==> src/rtl/cdb_writeback_arbiter.sv <==
// Common data bus write-back arbiter: grants one valid source per cycle and registers the broadcast.
// Optional build macro CDB_ROUND_ROBIN_EN selects rotating priority; otherwise fixed priority (ALU > LB > ACU).
module cdb_writeback_arbiter #(
    parameter int NUM_SRC = 3,
    parameter int TAG_W   = 5,
    parameter int DATA_W  = 32
) (
    input  logic                       clock,
    input  logic                       reset_n,
    input  logic                       flush,
    input  logic                       cdb_ready,
    input  logic [NUM_SRC-1:0]         src_valid,
    input  logic [NUM_SRC*TAG_W-1:0]   src_tag,
    input  logic [NUM_SRC*DATA_W-1:0]  src_data,
    output logic [NUM_SRC-1:0]         src_written,
    output logic                       cdb_valid,
    output logic [TAG_W-1:0]           cdb_tag,
    output logic [DATA_W-1:0]          cdb_data,
    output logic [$clog2(NUM_SRC)-1:0] cdb_src,
    output logic [31:0]                cdb_count
);
    localparam int SRC_W = $clog2(NUM_SRC);

    // Handshake: a source's result is taken in the cycle src_written[i]=1, which requires
    // src_valid[i]=1 and cdb_ready=1 with no flush; an unaccepted source simply stays valid.
    logic               grant_en;
    logic               grant_hit;
    logic               grant;
    logic [SRC_W-1:0]   grant_idx;
    logic [SRC_W-1:0]   cand_idx;
    logic [TAG_W-1:0]   tag_arr  [NUM_SRC];
    logic [DATA_W-1:0]  data_arr [NUM_SRC];

`ifdef CDB_ROUND_ROBIN_EN
    logic [SRC_W-1:0]   rr_ptr;
`endif

    for (genvar g = 0; g < NUM_SRC; g++) begin : g_unpack
        assign tag_arr[g]  = src_tag[g*TAG_W +: TAG_W];
        assign data_arr[g] = src_data[g*DATA_W +: DATA_W];
    end

    assign grant_en = cdb_ready & ~flush;
    assign grant    = grant_hit & grant_en & reset_n;

    // First valid source in search order wins.
    always_comb begin
        grant_hit = 1'b0;
        grant_idx = '0;
        cand_idx  = '0;
        for (int k = 0; k < NUM_SRC; k++) begin
`ifdef CDB_ROUND_ROBIN_EN
            cand_idx = SRC_W'((int'(rr_ptr) + k) % NUM_SRC);
`else
            cand_idx = SRC_W'(k);
`endif
            if (!grant_hit && src_valid[cand_idx]) begin
                grant_hit = 1'b1;
                grant_idx = cand_idx;
            end
        end
    end

    always_comb begin
        src_written = '0;
        if (grant) begin
            src_written[grant_idx] = 1'b1;
        end
    end

`ifdef CDB_ROUND_ROBIN_EN
    always_ff @(posedge clock or negedge reset_n) begin
        if (!reset_n) begin
            rr_ptr <= '0;
        end else if (grant) begin
            rr_ptr <= (grant_idx == SRC_W'(NUM_SRC - 1)) ? '0 : grant_idx + 1'b1;
        end
    end
`endif

    // Backpressure (cdb_ready=0) keeps the current broadcast on the bus unchanged.
    always_ff @(posedge clock or negedge reset_n) begin
        if (!reset_n) begin
            cdb_valid <= 1'b0;
            cdb_tag   <= '0;
            cdb_data  <= '0;
            cdb_src   <= '0;
            cdb_count <= '0;
        end else if (flush) begin
            cdb_valid <= 1'b0;
        end else if (grant) begin
            cdb_valid <= 1'b1;
            cdb_tag   <= tag_arr[grant_idx];
            cdb_data  <= data_arr[grant_idx];
            cdb_src   <= grant_idx;
            cdb_count <= cdb_count + 32'd1;
        end else if (cdb_ready) begin
            cdb_valid <= 1'b0;
        end
    end

endmodule

==> config.mk <==
export PLATFORM = sky130hd
export DESIGN_NAME = cdb_writeback_arbiter
export DESIGN_NICKNAME = d
export VERILOG_FILES = /design/src/rtl/cdb_writeback_arbiter.sv
export SDC_FILE = /design/constraint.sdc
export NUM_CORES = 1
export LEC_CHECK = 0
export CAP_MARGIN = 20
export CORE_MARGIN = 1
export CORE_UTILIZATION = 40
export CTS_CLUSTER_SIZE = 20
export DETAILED_ROUTE_END_ITERATION = 10
export MAX_ROUTING_LAYER = met4
export PLACE_DENSITY = 0.78
export SLEW_MARGIN = 0
export SYNTH_ARGS = -nofsm -noshare
export SYNTH_HDL_FRONTEND = slang
export SYNTH_SLANG_ARGS = --single-unit
==> constraint.sdc <==
create_clock -name clock -period 2.3 [get_ports clock]
set_input_delay 0.46 -clock clock [delete_from_list [all_inputs] [get_ports clock]]
set_output_delay 0.46 -clock clock [all_outputs]
set_load 0.005 [all_outputs]
==> run_results.csv, run 1 <==
group,metric,value,unit
setup_path,worst_setup_path_end_kind,"output port",
sta,report.final.hold_viol_count,0,
clocking,cts.htree.levels,3,
sta,worst_slack,0.05715,ns
setup_path,worst_path_max_delay_cell,"clkdlybuf4s50_1",
place,placed_area,5901,µm²
detailed_routing,wl_met3,646,µm
place,hpwl,7997,µm
setup_path,arrival,1.78,ns
logic_synthesis,syn_nets,470,
sta,slew_headroom,0.3953,
sta,setup_tns,0,ns
detailed_routing,routed.top_layer,"met4",
setup_path,critical-path-top-delay-family,"buffers and inverters",
logic_synthesis,synth_top_area_share,0.4775,
setup_path,crit_type,"in2out",
cells_and_area,layout.area.seq,1802,µm²
setup_path,max_stage_delay,0.52,ns
cells_and_area,nNetsFinal,667,
floorplan,rows,35,
detailed_routing,met1_length,4339,µm
detailed_routing,vias,3347,
cells_and_area,synthToLayoutAreaGrowth,63.00,%
clocking,cts_tree,"done",
cells_and_area,mostFrequentLayoutCells,"189 x clkdlybuf4s50_1, 72 x dfrtp_1, 49 x nand2_1",
sta,drv_slew,0,
setup_path,critPathMostFrequentCell,"clkdlybuf4s50_1",
global_route,grt_max_degree,73,
clocking,cts_max_path_buffers,2,
sta,max_freq,0.4459,GHz
detailed_routing,drtPass1Iterations,4,
logic_synthesis,netlist_area,3774,µm²
logic_synthesis,synth_cell_types,33,
sta,fin_skew,0.01315,ns
logic_synthesis,netlist_instances,351,
sta,period_minus_slack,2.243,ns
clocking,postCtsHoldBufs,0,
floorplan,fp.dieH,99.13,µm
cells_and_area,drive_gt1_frac,0.09403,
detailed_routing,antenna_left,0,
place,gp_congestion,0.7970,
floorplan,io_pins,193,
power_and_ir_drop,p_per_area,604.9,nW/µm²
hold_path,hp-class,"in2async",
status,status,"finished, final reports clean",
cells_and_area,multi_input_area,1896,µm²
power_and_ir_drop,ir_worst_vdd,0.0003559,V
sta,worstMarginPinSlew,0.9070,ns
place,post-place-ws,-0.003694,ns
detailed_routing,first_iter_violations,68,
clocking,cts_buffers,9,
setup_path,crit_path_start_kind,"primary input",
logic_synthesis,ys_seq_area_frac,0.4775,
clocking,clk_latency,0.34,ns
floorplan,core,9196,µm²
detailed_routing,wl_met2,5235,µm
logic_synthesis,synth_top_area_cell,"dfrtp_1",
floorplan,start_util,0.4103,
power_and_ir_drop,p_leak,2.839,nW
setup_path,crit_chain,"clkdlybuf4s50_1, nand3b_1, nor2_1, clkdlybuf4s50_1",
sta,hold_slack,0.3682,ns
cells_and_area,final_common_cell,"clkdlybuf4s50_1",
cells_and_area,fin_cells,665,
job,max_cap_viol_count,0,
logic_synthesis,synthTopCellsByArea,"dfrtp_1 48%, mux2i_1 9.8%, mux2_1 8.1%",
setup_path,critical_path_buf_inv_count,2,
logic_synthesis,synth-seq-cells,72,
detailed_routing,drc_errors,0,
place,io_buffers,192,
detailed_routing,wirelength,10340,µm
logic_synthesis,avgSynthCellArea,10.75,µm²
global_route,grt_first_pass_wirelength,16510,µm
clocking,root_buffer,"clkbuf_8",
cells_and_area,fillers,748,
clocking,clkSinkCount,72,
sta,grt_setup_unrepaired,"no",
place,dp.cells,648,
cells_and_area,design_area,6151,µm²
detailed_routing,wl_per_cell,15.55,µm
setup_path,cp_data_required_time,1.84,ns
global_route,antenna_found_initial,1,
floorplan,die_area,9827,µm²
setup_path,rrSetupSlack,0.48,ns
global_route,grt_pass1_vias,3470,
sta,finalSetupViolCount,0,
setup_path,critPathMaxFanout,3,
global_route,globalRoute.totalOverflow,0,
sta,period_share,0.9752,
detailed_routing,vias_per_cell,5.033,
global_route,grt_usage,0.2230,
floorplan,die_width,99.13,µm
clocking,clkTransAtPathRegs,0.08,ns
logic_synthesis,yosys_warnings,0,
## flip-flops by register name, summed over array words and instances (netlist names)
register and cells:
cdb_src 2, cdb_count 32, cdb_data 32, cdb_tag 5
cdb_valid 1
## final timing paths
path / startpoint / end / depth (start not counted)
worst min register to register: cdb_count[31] / cdb_count[31] / 1
max in group asynchronous: reset_n / cdb_data[8] / 2
min in group clock: cdb_count[31] / cdb_count[31] / 1
worst min-delay path: reset_n / cdb_count[14] / 2
worst max-delay path: flush / src_written[2] / 4
worst max register to register: cdb_count[12] / cdb_count[31] / 4
## per-layer routing
| layer | vias to the layer above | track usage |
|---|---|---|
| li1 | 1627 | - |
| met1 | 1584 | 0.2613 |
| met2 | 126 | 0.3846 |
| met3 | 10 | 0.05622 |
| met4 | 0 | 0.05656 |
| met5 | - | - |
## metrics by stage
| stage | power (mW) | util |
|---|---|---|
| 6_report | 3.721 | 0.6688 |
| 5_1_grt | 3.909 | 0.6688 |
| 4_1_cts | 3.767 | 0.6682 |
| 3_5_place_dp | 2.528 | 0.6416 |
| 3_3_place_gp | 2.505 | 0.6416 |
| 2_1_floorplan | 1.850 | - |
## cell families after synthesis
kind of cell               Yosys count  share of synthesized area
and+or+nand+nor                    113                     0.1618
muxes                               74                     0.2086
DFF                                 72                     0.4775
AOI/OAI and AO/OA                   39                    0.05305
xor gates and xnor gates            31                    0.07195
buffers and inverters               21                    0.02387
adders and majority gates            1                   0.003315
## power by group
part / internal [mW] / total [mW] / switching (mW)
Sequential: 1.43 / 1.55 / 0.117
Clock: 0.751 / 1.23 / 0.477
Combinational: 0.621 / 0.943 / 0.322
Total: 2.80 / 3.72 / 0.916
## area by class of cell
cell class,instances,share of cell area
clock inverters,5,0.01688
well taps,111,0.02258
clock buffers,11,0.02299
repair buffers,206,0.3354
diodes,1,0.0004068
flip-flops and latches,72,0.2929
multi-input cells,258,0.3082
inverters,1,0.0006103
## worst register-to-register path, cell delays in order, from the launching register on
cell     delay [ns]
dfrtp_1        0.49
nand4_2        0.19
or4_4          0.59
nor4_4         0.31
xor2_1         0.16
## cells in the mapped netlist
master / instances
nand2_1: 51
xnor2_1: 22
clkinv_1: 1
or3_1: 2
nand4_1: 11
buf_1: 2
nor3_1: 3
dfrtp_1: 72
or2_1: 1
mux2_1: 27
nor4_2: 2
buf_2: 9
nor2_1: 6
or4_4: 1
and2_1: 3
nand3_2: 1
nand4_2: 2
and4_1: 3
a21o_1: 2
nor2b_1: 1
mux2_2: 10
mux2i_1: 37
nor4_1: 3
o21ai_1: 37
and3b_1: 1
nand3_1: 11
and4_2: 1
xor2_1: 9
ha_1: 1
nand3b_1: 1
clkbuf_1: 9
and3_1: 8
nor4_4: 1
## timing repair
item                                    4_1_cts  5_1_grt
resized for setup                             1        2
buffers inserted                              0        0
endpoints found under the setup margin        1        1
pin swaps                                     0        0
(Power assumes the default switching activity.)
==> inputs of run 2 (changes only) <==
==> constraint.sdc (replaced) <==
create_clock -name clock -period 2.3 [get_ports clock]
set_input_delay 0.575 -clock clock [delete_from_list [all_inputs] [get_ports clock]]
set_output_delay 0.575 -clock clock [all_outputs]
set_load 0.005 [all_outputs]
==> run 2 against run 1 <==
Global-route usage shrank 0.56 points. Sequential share of layout area is essentially flat. Total power shrank 5.9%. Sequential power is essentially flat. Critical endpoint unchanged.
==> run_results.csv, run 2 (synthesis results as in run 1) <==
group,metric,value,unit
status,status,"finished, final reports clean",
setup_path,crit_path_start_kind,"primary input",
clocking,cts_tree,"done",
setup_path,cp_data_required_time,1.73,ns
global_route,grt_pass1_vias,3397,
setup_path,r2r_start,"cdb_count[12]",
detailed_routing,drc_errors,0,
clocking,clk_latency,0.33,ns
power_and_ir_drop,p_total,3.500,mW
floorplan,core,9196,µm²
clocking,root_buffer,"clkbuf_8",
global_route,grt_max_degree,73,
global_route,globalRoute.totalOverflow,0,
cells_and_area,final_common_cell,"clkdlybuf4s50_1",
detailed_routing,wirelength,10120,µm
place,hpwl,7848,µm
place,post-place-ws,-0.2113,ns
detailed_routing,wl_per_cell,15.09,µm
global_route,antenna_found_initial,1,
power_and_ir_drop,p_per_area,569.7,nW/µm²
cells_and_area,drive_gt1_frac,0.1038,
global_route,grt_usage,0.2174,
detailed_routing,antenna_left,0,
sta,max_freq,0.4559,GHz
clocking,cts.htree.levels,3,
power_and_ir_drop,ir_worst_vdd,0.0002638,V
place,io_buffers,192,
detailed_routing,drtPass1Iterations,4,
sta,setup_tns,0,ns
cells_and_area,mostFrequentLayoutCells,"185 x clkdlybuf4s50_1, 72 x dfrtp_1, 49 x nand2_1",
cells_and_area,nNetsFinal,673,
floorplan,die_width,99.13,µm
detailed_routing,vias_per_cell,5.070,
sta,report.final.hold_viol_count,0,
cells_and_area,synthToLayoutAreaGrowth,62.80,%
setup_path,r2r.worst_path.cells,4,
floorplan,fp.dieH,99.13,µm
setup_path,arrival,1.62,ns
sta,period_share,0.9537,
setup_path,worst_setup_path_end_kind,"output port",
detailed_routing,vias,3402,
sta,hold_slack,0.4763,ns
setup_path,r2r-end,"cdb_count[29]",
global_route,grt_first_pass_wirelength,16150,µm
clocking,cts_max_path_buffers,2,
sta,grt_setup_unrepaired,"no",
clocking,cts_buffers,9,
hold_path,hp-class,"reg2reg",
sta,worstMarginPinSlew,0.9115,ns
clocking,clkTransAtPathRegs,0.07,ns
cells_and_area,design_area,6143,µm²
power_and_ir_drop,p_leak,2.848,nW
hold_path,hp-start,"cdb_count[31]",
hold_path,hold_end,"cdb_count[31]",
cells_and_area,reg_top3,"cdb_count: 32 flops, cdb_data: 32 flops, cdb_tag: 5 flops",
sta,period_minus_slack,2.194,ns
floorplan,die_area,9827,µm²
setup_path,critPathMaxFanout,3,
floorplan,start_util,0.4103,
clocking,clkSinkCount,72,
hold_path,holdPathStages,1,
place,placed_area,5931,µm²
job,max_cap_viol_count,0,
floorplan,rows,35,
place,gp_congestion,0.8305,
sta,slew_headroom,0.3924,
sta,finalSetupViolCount,0,
sta,fin_skew,0.006945,ns
floorplan,io_pins,193,
setup_path,crit_type,"in2out",
sta,worst_slack,0.1065,ns
sta,drv_slew,0,
detailed_routing,first_iter_violations,89,
setup_path,rrSetupSlack,0.49,ns
-- run 2: cell types whose count changed in the layout (fill, tap and decap cells not counted), sizes merged --
cell and change:
clkbuf +2, bufinv -2, dlygate4sd2 +5, buf +6, dlymetal6s2s -1, clkdlybuf4s50 -4
-- run 2: stage by stage --
stage | instances | utilization
4_1_cts | 670 | 0.6678
3_3_place_gp | 652 | 0.6449
3_5_place_dp | 652 | 0.6449
5_1_grt | 671 | 0.6680
6_report | 671 | 0.6680
2_1_floorplan | 351 | -
-- run 2: layout make-up --
cell class / count / area (µm²)
inverter: 1 / 3.754
clock inverter: 3 / 40.04
timing repair buffer: 212 / 2100
multi-input combinational: 258 / 1898
clock buffer: 13 / 158.9
tap: 111 / 138.9
antenna: 1 / 2.502
sequential: 72 / 1802
fill: 735 / 3053
-- run 2: timing repair --
| action | in CTS | in global routing |
|---|---|---|
| hold buffers | 0 | 0 |
| setup endpoints to repair | 3 | 0 |
| buffers inserted | 2 | 0 |
| resized for setup | 8 | 0 |
-- run 2: report_power, final --
part           internal [mW]  switching (mW)  leakage, nW
combinational          0.623           0.327         1.81
clock                  0.558           0.442        0.103
sequential              1.43           0.117        0.938
total                   2.61           0.886         2.85
-- run 2: how the worst max path moves through the flow --
| stage | from | end | slack (ns) |
|---|---|---|---|
| after floorplan | src_valid[1] | src_written[1] | 0.40 |
| after global placement | src_valid[0] | src_written[2] | -0.20 |
| after detailed placement | flush | src_written[1] | -0.21 |
| after CTS | src_valid[1] | src_written[2] | 0.09 |
| after global routing | src_valid[1] | src_written[2] | 0.07 |
| final | src_valid[1] | src_written[2] | 0.11 |
-- run 2: critical path, cell delays in order --
cell and delay [ns]:
clkdlybuf4s50_1 0.46, nor2_1 0.15, nand2_2 0.07, nor2_1 0.11, dlygate4sd2_1 0.25
-- run 2: routing by layer --
layer  vias to the layer above  GRT usage  routed length (µm)
met5                         -          -                   0
met4                         0    0.07240                 188
met3                        17    0.05271                 618
met2                       131     0.3690                5161
met1                      1606     0.2542                4155
li1                       1648          -                   -
==> inputs of run 3 (changes only) <==
--- a/config.mk
+++ b/config.mk
@@ -6,7 +6,6 @@
 export NUM_CORES = 1
 export LEC_CHECK = 0
 export CAP_MARGIN = 20
-export CORE_MARGIN = 1
 export CORE_UTILIZATION = 40
 export CTS_CLUSTER_SIZE = 20
 export DETAILED_ROUTE_END_ITERATION = 10
==> results of run 3 <==
Final layout, timing and power as in run 2 (identical DEF).
